## src/rtl/ram_sync_read_dp.sv

```systemverilog
// Simple-dual-port sync-read RAM with byte-enable writes, 1- or 2-cycle read latency,
// selectable read-during-write behaviour and a post-reset hardware clear sequence.
module ram_sync_read_dp #(
    parameter int                AWIDTH     = 3,
    parameter int                DWIDTH     = 32,
    parameter int                RD_LATENCY = 1,
    parameter int                RDW_MODE   = 0,
    parameter logic [DWIDTH-1:0] CLR_VALUE  = '0
) (
    input  logic                 clock,
    input  logic                 reset,
    input  logic                 wr_en,
    input  logic [AWIDTH-1:0]    wr_addr,
    input  logic [DWIDTH/8-1:0]  wr_be,
    input  logic [DWIDTH-1:0]    din,
    input  logic                 rd_en,
    input  logic [AWIDTH-1:0]    rd_addr,
    output logic [DWIDTH-1:0]    dout,
    output logic                 rd_valid,
    output logic                 busy
);
    localparam int DEPTH   = 1 << AWIDTH;
    localparam int BEWIDTH = DWIDTH / 8;

    typedef enum logic {CLEAR, RUN} state_t;

    state_t              state, state_nxt;
    logic [AWIDTH:0]     clr_addr;
    logic [DWIDTH-1:0]   mem [DEPTH];
    logic                wr_fire, rd_fire;
    logic [DWIDTH-1:0]   rd_word;

    logic [RD_LATENCY-1:0] vld_pipe;
    logic [DWIDTH-1:0]     data_pipe [RD_LATENCY];

    assign busy    = (state == CLEAR);
    assign wr_fire = wr_en && !busy && !reset;
    assign rd_fire = rd_en && !busy && !reset;

    always_comb begin
        state_nxt = state;
        if (state == CLEAR && clr_addr == (AWIDTH+1)'(DEPTH-1))
            state_nxt = RUN;
    end

    always_ff @(posedge clock) begin
        if (reset) begin
            state    <= CLEAR;
            clr_addr <= '0;
        end else begin
            state <= state_nxt;
            if (state == CLEAR)
                clr_addr <= clr_addr + (AWIDTH+1)'(1);
        end
    end

    always_ff @(posedge clock) begin
        if (!reset) begin
            if (state == CLEAR) begin
                mem[clr_addr[AWIDTH-1:0]] <= CLR_VALUE;
            end else if (wr_en) begin
                for (int i = 0; i < BEWIDTH; i++)
                    if (wr_be[i])
                        mem[wr_addr][8*i +: 8] <= din[8*i +: 8];
            end
        end
    end

    // Array read returns pre-edge contents (read-first); write-through merges din bytes in.
    always_comb begin
        rd_word = mem[rd_addr];
        if (RDW_MODE == 1 && wr_fire && wr_addr == rd_addr) begin
            for (int i = 0; i < BEWIDTH; i++)
                if (wr_be[i])
                    rd_word[8*i +: 8] = din[8*i +: 8];
        end
    end

    always_ff @(posedge clock) begin
        if (reset) begin
            vld_pipe <= '0;
            for (int k = 0; k < RD_LATENCY; k++)
                data_pipe[k] <= '0;
        end else begin
            vld_pipe <= RD_LATENCY'({vld_pipe, rd_fire});
            if (rd_fire)
                data_pipe[0] <= rd_word;
            for (int k = 1; k < RD_LATENCY; k++)
                if (vld_pipe[k-1])
                    data_pipe[k] <= data_pipe[k-1];
        end
    end

    assign rd_valid = vld_pipe[RD_LATENCY-1];
    assign dout     = data_pipe[RD_LATENCY-1];
endmodule

```

## config.mk

```make
export PLATFORM = sky130hd
export DESIGN_NAME = ram_sync_read_dp
export DESIGN_NICKNAME = d
export VERILOG_FILES = /design/src/rtl/ram_sync_read_dp.sv
export SDC_FILE = /design/constraint.sdc
export NUM_CORES = 1
export LEC_CHECK = 0
export ABC_AREA = 1
export ABC_CLOCK_PERIOD_IN_PS = 3700
export CAP_MARGIN = 20
export CORE_MARGIN = 3
export CORE_UTILIZATION = 59
export CTS_CLUSTER_SIZE = 8
export DETAILED_ROUTE_END_ITERATION = 10
export PLACE_DENSITY_LB_ADDON = 0.08
export SETUP_SLACK_MARGIN = 0.05
export SLEW_MARGIN = 20
export SYNTH_ARGS = -nofsm -noshare
export SYNTH_HDL_FRONTEND = slang
export SYNTH_SLANG_ARGS = --single-unit
```

## constraint.sdc

```tcl
create_clock -name clock -period 3.7 [get_ports clock]
set_input_delay 0.37 -clock clock [delete_from_list [all_inputs] [get_ports clock]]
set_output_delay 0.37 -clock clock [all_outputs]
set_load 0.01 [all_outputs]
```

==> flow_metrics.env, run 1 <==
export IMPL_hp_class="reg2reg"
export IMPL_ios=80
export IMPL_path_class="in2reg"
export IMPL_final_max_slew_viol_count=0
export IMPL_multi_input_area_sq_um=2720
export IMPL_max_cap_violations=0
export IMPL_remaining_drc_errors=0
export IMPL_period_share=0.629
export IMPL_fin_tns_setup_ps=0
export IMPL_syn2layout_area_growth_pct=17.6
export IMPL_dp_hpwl_um=15900
export IMPL_critPathArrivalTime_ps=2460
export IMPL_cp_end_kind="flip-flop"
export IMPL_hold_start="clr_addr[3]"
export IMPL_cts_resized_gates=0
export IMPL_clock_sinks=294
export IMPL_final_common_cell="nor2_1"
export IMPL_drtAntennaViolNets=0
export IMPL_fillCellCount=1371
export IMPL_ys_types=27
export IMPL_cts_setup_buffers=0
export IMPL_gr_total_overflow=0
export IMPL_totalPowerFinal_mw=7.65
export IMPL_holdPathStages=1
export IMPL_peakVddDrop_uv=322
export IMPL_slew_headroom=0.435
export IMPL_wl_um=26700
export IMPL_io_buffer_count=79
export IMPL_cp_required_ps=3840
export IMPL_reg2reg_setup_slack_ps=1400
export IMPL_routabilityCongestion=0.842
export IMPL_initial_utilization=0.607
export IMPL_grt_pass1_vias=7436
export IMPL_powerDensity_nw_per_um2=543
export IMPL_cts_buffers=42
export IMPL_rows=51
export IMPL_antenna_found_initial=0
export IMPL_stdcell_area_sq_um=14100
export IMPL_hold_buffers=0
export IMPL_ys_seq_area_frac=0.733
export IMPL_syn_inst=996
export IMPL_syn_nets=1043
export IMPL_first_pass_iters=5
export IMPL_grt_pass1_wl_um=41500
export IMPL_cts_tree="yes"
export IMPL_power_leakage_nw=4.78
export IMPL_finalNetCount=1121
export IMPL_ys_warn_count=0
export IMPL_grt_usage=0.246
export IMPL_holdPathEnd="clr_addr[3]"
export IMPL_place_area_sq_um=12900
export IMPL_setup_viol=0
export IMPL_synth_seq_cells=294
export IMPL_syn_area_per_cell_sq_um=12.0
export IMPL_final_cell_mix="nor2_1 (309), edfxtp_1 (288), o21ai_0 (169), clkdlybuf4s50_1 (77), o21ai_1 (59)"
export IMPL_fin_skew_ps=19.4
export IMPL_r2r_start="state"
export IMPL_startpoint_type="input port"
export IMPL_coreArea_sq_um=19700
export IMPL_drt_iter0_markers=749
export IMPL_diodes=0
export IMPL_post_route_min_period_ps=2330
export IMPL_num_vias=7783
export IMPL_drive_above_1_share=0.0833
export IMPL_htreeDepth=2
export IMPL_routed_via_density=5.73
export IMPL_r2r_cells=7
export IMPL_grt_setup_unrepaired="no"
export IMPL_path_clk_slew_ps=50
export IMPL_die_h_um=148
export IMPL_dieArea_sq_um=22000
export IMPL_fp_dieW_um=148
export IMPL_clock_latency_ps=520
export IMPL_cts_path_max_buffers=3
export IMPL_tightest_slew_ps=847
export IMPL_fmax_ghz=0.430
export IMPL_status="complete, no violations"
export IMPL_worstReg2RegEnd="mem[2][24]"
export IMPL_critPathMaxFanout=9
export IMPL_register_area_sq_um=8770
export IMPL_hold_violations=0
export IMPL_syn_area_sq_um=12000
export IMPL_cts_root_buffer="clkbuf_16"
export IMPL_drt_wirelength_per_cell_um=19.6
export IMPL_grt_start_max_net_pins=71
==> state kept, by name (all words and copies together), names as in the netlist <==
register   cells
rd_valid       1
clr_addr       4
mem          256
data_pipe     32
state          1
==> cells in the mapped netlist <==
cell type    n  area (sq um)
nor2_1     310          1160
edfxtp_1   288          8650
o21ai_0    170           851
o21ai_1     59           295
inv_1       43           161
buf_2       22           110
clkbuf_1    18          67.6
nand2_1     14          52.6
nor2_2      12          75.1
nand3_1      8          40.0
nand3_2      8          80.1
buf_4        6          45.0
dfxtp_1      6           120
nand2_2      6          37.5
clkbuf_2     4          20.0
a21o_1       3          22.5
a21oi_1      3          15.0
buf_6        3          33.8
buf_12       2          40.0
inv_2        2          7.51
nand2_4      2          22.5
o21a_1       2          15.0
ha_1         1          12.5
inv_4        1          6.26
nor3_1       1          5.00
o21bai_2     1          11.3
o31ai_1      1          7.51
==> report_power, final <==
part           total [mW]  internal (mW)  switching [mW]  leakage (nW)
Combinational       0.432          0.147           0.285          1.61
Clock                3.46           2.18            1.28         0.576
Sequential           3.76           3.73          0.0251          2.59
Total                7.65           6.06            1.59          4.78
==> worst max-delay path: stages <==
cell	delay, ps
clkdlybuf4s50_1	460
inv_4	140
nand2_4	90
a21o_1	190
nand2_4	120
nand2_1	80
nand2_2	120
nand3_2	220
nor2_1	660
==> area by class of cell <==
class,instances,area share
repair buffers,89,0.0626
flip-flops and latches,294,0.623
multi-input cells,601,0.193
inverters,46,0.0125
well taps,265,0.0236
clock buffers,62,0.0846
clock inverters,1,0.000267
==> layer usage <==
metal	global-route usage	wire (um)
met4	0.0878	772
met5	0	0
met1	0.363	11200
met3	0.0360	2010
met2	0.383	12700
==> how the worst max path moves through the flow <==
stage / cells after the start / slack [ps] / startpoint / end
6_report: 9 / 1370 / reset / mem[2][24]
5_1_grt: 9 / 1260 / reset / mem[1][17]
4_1_cts: 9 / 1390 / reset / mem[2][31]
3_5_place_dp: 9 / 870 / reset / mem[2][29]
3_3_place_gp: 9 / 860 / reset / mem[2][26]
2_1_floorplan: 2 / 420 / state / data_pipe[0][0]
==> cell families (layout without fill, tap and decap cells) <==
logic type | after synthesis | in the layout | share of synthesized area
compound gates | 239 | 239 | 0.102
fa+ha+maj | 1 | 1 | 0.00105
buf+inv | 101 | 198 | 0.0411
flops | 294 | 294 | 0.733
simple gates | 361 | 361 | 0.123
==> per-stage QoR <==
step / setup WS (ps) / utilization / cells / hold WS [ps]
3_3_place_gp: 858 / 0.652 / 1294 / 445
2_1_floorplan: 425 / - / 996 / 422
5_1_grt: 1260 / 0.714 / 1358 / 472
6_report: 1370 / 0.714 / 1358 / 447
3_5_place_dp: 867 / 0.652 / 1294 / 449
4_1_cts: 1390 / 0.713 / 1357 / 455
(Power assumes the default switching activity.)
==> inputs of run 2 (changes only) <==
Settings changed: ABC_CLOCK_PERIOD_IN_PS 3700 to 2100, CORE_UTILIZATION 59 to 53.
Clock period 3.7 ns to 2.1 ns, I/O delays scaled along.
==> run 2 against run 1 <==
Net effect: register-to-register slack got worse by 1200 ps; clock skew decreased by 5.1 ps; cell count increased by 5.9%; highest routed layer is now met5; first-iteration DRC count decreased by 3.9%; worst hold slack got worse by 98 ps; wire length increased by 4.2%.
==> flow_metrics.env, run 2 (synthesized netlist as in run 1, its figures left out) <==
export IMPL_use_met3=0.0379
export IMPL_final_max_slew_viol_count=0
export IMPL_grt_pass1_vias=7569
export IMPL_max_cap_violations=0
export IMPL_stdcell_count=1438
export IMPL_post_route_min_period_ps=1880
export IMPL_diodes=0
export IMPL_hold_buffers=0
export IMPL_critPathArrivalTime_ps=2090
export IMPL_clock_sinks=294
export IMPL_power_leakage_nw=5.14
export IMPL_routabilityCongestion=0.786
export IMPL_initial_utilization=0.543
export IMPL_cts_setup_buffers=0
export IMPL_grt_start_max_net_pins=62
export IMPL_path_clk_slew_ps=50
export IMPL_peakVddDrop_uv=636
export IMPL_cts_buffers=42
export IMPL_hp_class="in2reg"
export IMPL_grt_pass1_wl_um=42700
export IMPL_fp_dieW_um=156
export IMPL_fmax_ghz=0.532
export IMPL_stdcell_area_sq_um=14700
export IMPL_final_cell_mix="nor2_1 (306), edfxtp_1 (288), o21ai_0 (169), clkdlybuf4s50_1 (77), o21ai_1 (59)"
export IMPL_startpoint_type="flip-flop"
export IMPL_first_pass_iters=6
export IMPL_drt_iter0_markers=720
export IMPL_grt_busiest_layer="met2"
export IMPL_gr_total_overflow=0
export IMPL_whs_ps=349
export IMPL_period_share=0.895
export IMPL_num_vias=7821
export IMPL_grt_use_met1=0.338
export IMPL_grt_usage=0.228
export IMPL_clock_latency_ps=520
export IMPL_cts_path_max_buffers=3
export IMPL_cp_num_buf_inv=2
export IMPL_antenna_found_initial=1
export IMPL_utilization=0.667
export IMPL_regMostFlops="mem"
export IMPL_tightest_slew_ps=722
export IMPL_use_met2=0.349
export IMPL_htreeDepth=2
export IMPL_path_class="reg2reg"
export IMPL_drtAntennaViolNets=0
export IMPL_slew_headroom=0.515
export IMPL_setup_viol=0
export IMPL_largest_register_ffs=256
export IMPL_wl_um=27800
export IMPL_coreArea_sq_um=22000
export IMPL_ios=80
export IMPL_rows=54
export IMPL_die_h_um=156
export IMPL_remaining_drc_errors=0
export IMPL_grt_setup_unrepaired="no"
export IMPL_reg2reg_setup_slack_ps=220
export IMPL_fin_skew_ps=14.2
export IMPL_status="complete, no violations"
export IMPL_drt_wirelength_per_cell_um=19.3
export IMPL_finalNetCount=1179
export IMPL_powerDensity_nw_per_um2=931
export IMPL_path_cells="nand2_4 -> a21o_1 -> nand2_4 -> buf_4 -> nand2_1 -> nand2_2 -> nand3_2 -> nor2_1 -> buf_4"
export IMPL_cts_tree="yes"
export IMPL_place_area_sq_um=13500
export IMPL_dp_hpwl_um=17200
export IMPL_crit_slowest_cell="dfxtp_2"
export IMPL_cp_required_ps=2320
export IMPL_cp_end_kind="flip-flop"
export IMPL_cp_top_family="simple AND/OR/NAND/NOR gates"
export IMPL_final_common_cell="nor2_1"
export IMPL_dpl_cell_count=1368
export IMPL_top_regs="mem: 256 flops, data_pipe: 32 flops, clr_addr: 4 flops"
export IMPL_syn2layout_area_growth_pct=22.8
export IMPL_hold_violations=0
export IMPL_routed_via_density=5.44
export IMPL_fin_tns_setup_ps=0
export IMPL_drive_above_1_share=0.133
export IMPL_slowest_delay_ps=370
export IMPL_io_buffer_count=79
export IMPL_dieArea_sq_um=24400
export IMPL_critPathMaxFanout=8
export IMPL_cts_root_buffer="clkbuf_16"
==> run 2: cell count changes in the layout (fill, tap and decap cells not counted), sizes merged <==
cell / previous run / this run
buf: 12 / 70
clkbuf: 62 / 70
clkinv: 3 / 1
inv: 44 / 45
==> run 2: per-stage QoR <==
| step | power, mW | setup slack (ps) |
|---|---|---|
| floorplan | 7.18 | 296 |
| global placement | 7.58 | -206 |
| detailed placement | 7.59 | -223 |
| CTS | 13.8 | 85.7 |
| global route | 14.1 | 98.3 |
| finish | 13.7 | 221 |
==> run 2: layout make-up <==
| class | count | area, sq um |
|---|---|---|
| clock buffer | 70 | 1230 |
| fill | 1671 | 7330 |
| inverter | 46 | 176 |
| multi-input combinational | 601 | 2730 |
| sequential | 294 | 8770 |
| tap | 280 | 350 |
| timing repair buffer | 147 | 1450 |
==> run 2: timing repair <==
item                       in CTS  in global routing
setup endpoints to repair       0                 76
hold endpoints to repair        0                  0
resized for setup               0                  4
==> run 2: final timing paths <==
check | from | end | cells after the start
hold / removal | reset | state | 2
hold reg to reg | clr_addr[3] | state | 1
setup / recovery | state | mem[2][17] | 9
setup reg to reg | state | mem[2][17] | 9
==> run 2: where the power goes <==
part | internal [mW] | switching, mW | total, mW
clock | 3.93 | 2.28 | 6.21
sequential | 6.57 | 0.0428 | 6.61
combinational | 0.343 | 0.523 | 0.866
==> run 2: layer usage <==
| layer | up-vias | wire length, um |
|---|---|---|
| met2 | 280 | 12700 |
| met3 | 60 | 1630 |
| met1 | 3725 | 12700 |
| li1 | 3754 | - |
| met5 | - | 10 |
| met4 | 2 | 734 |
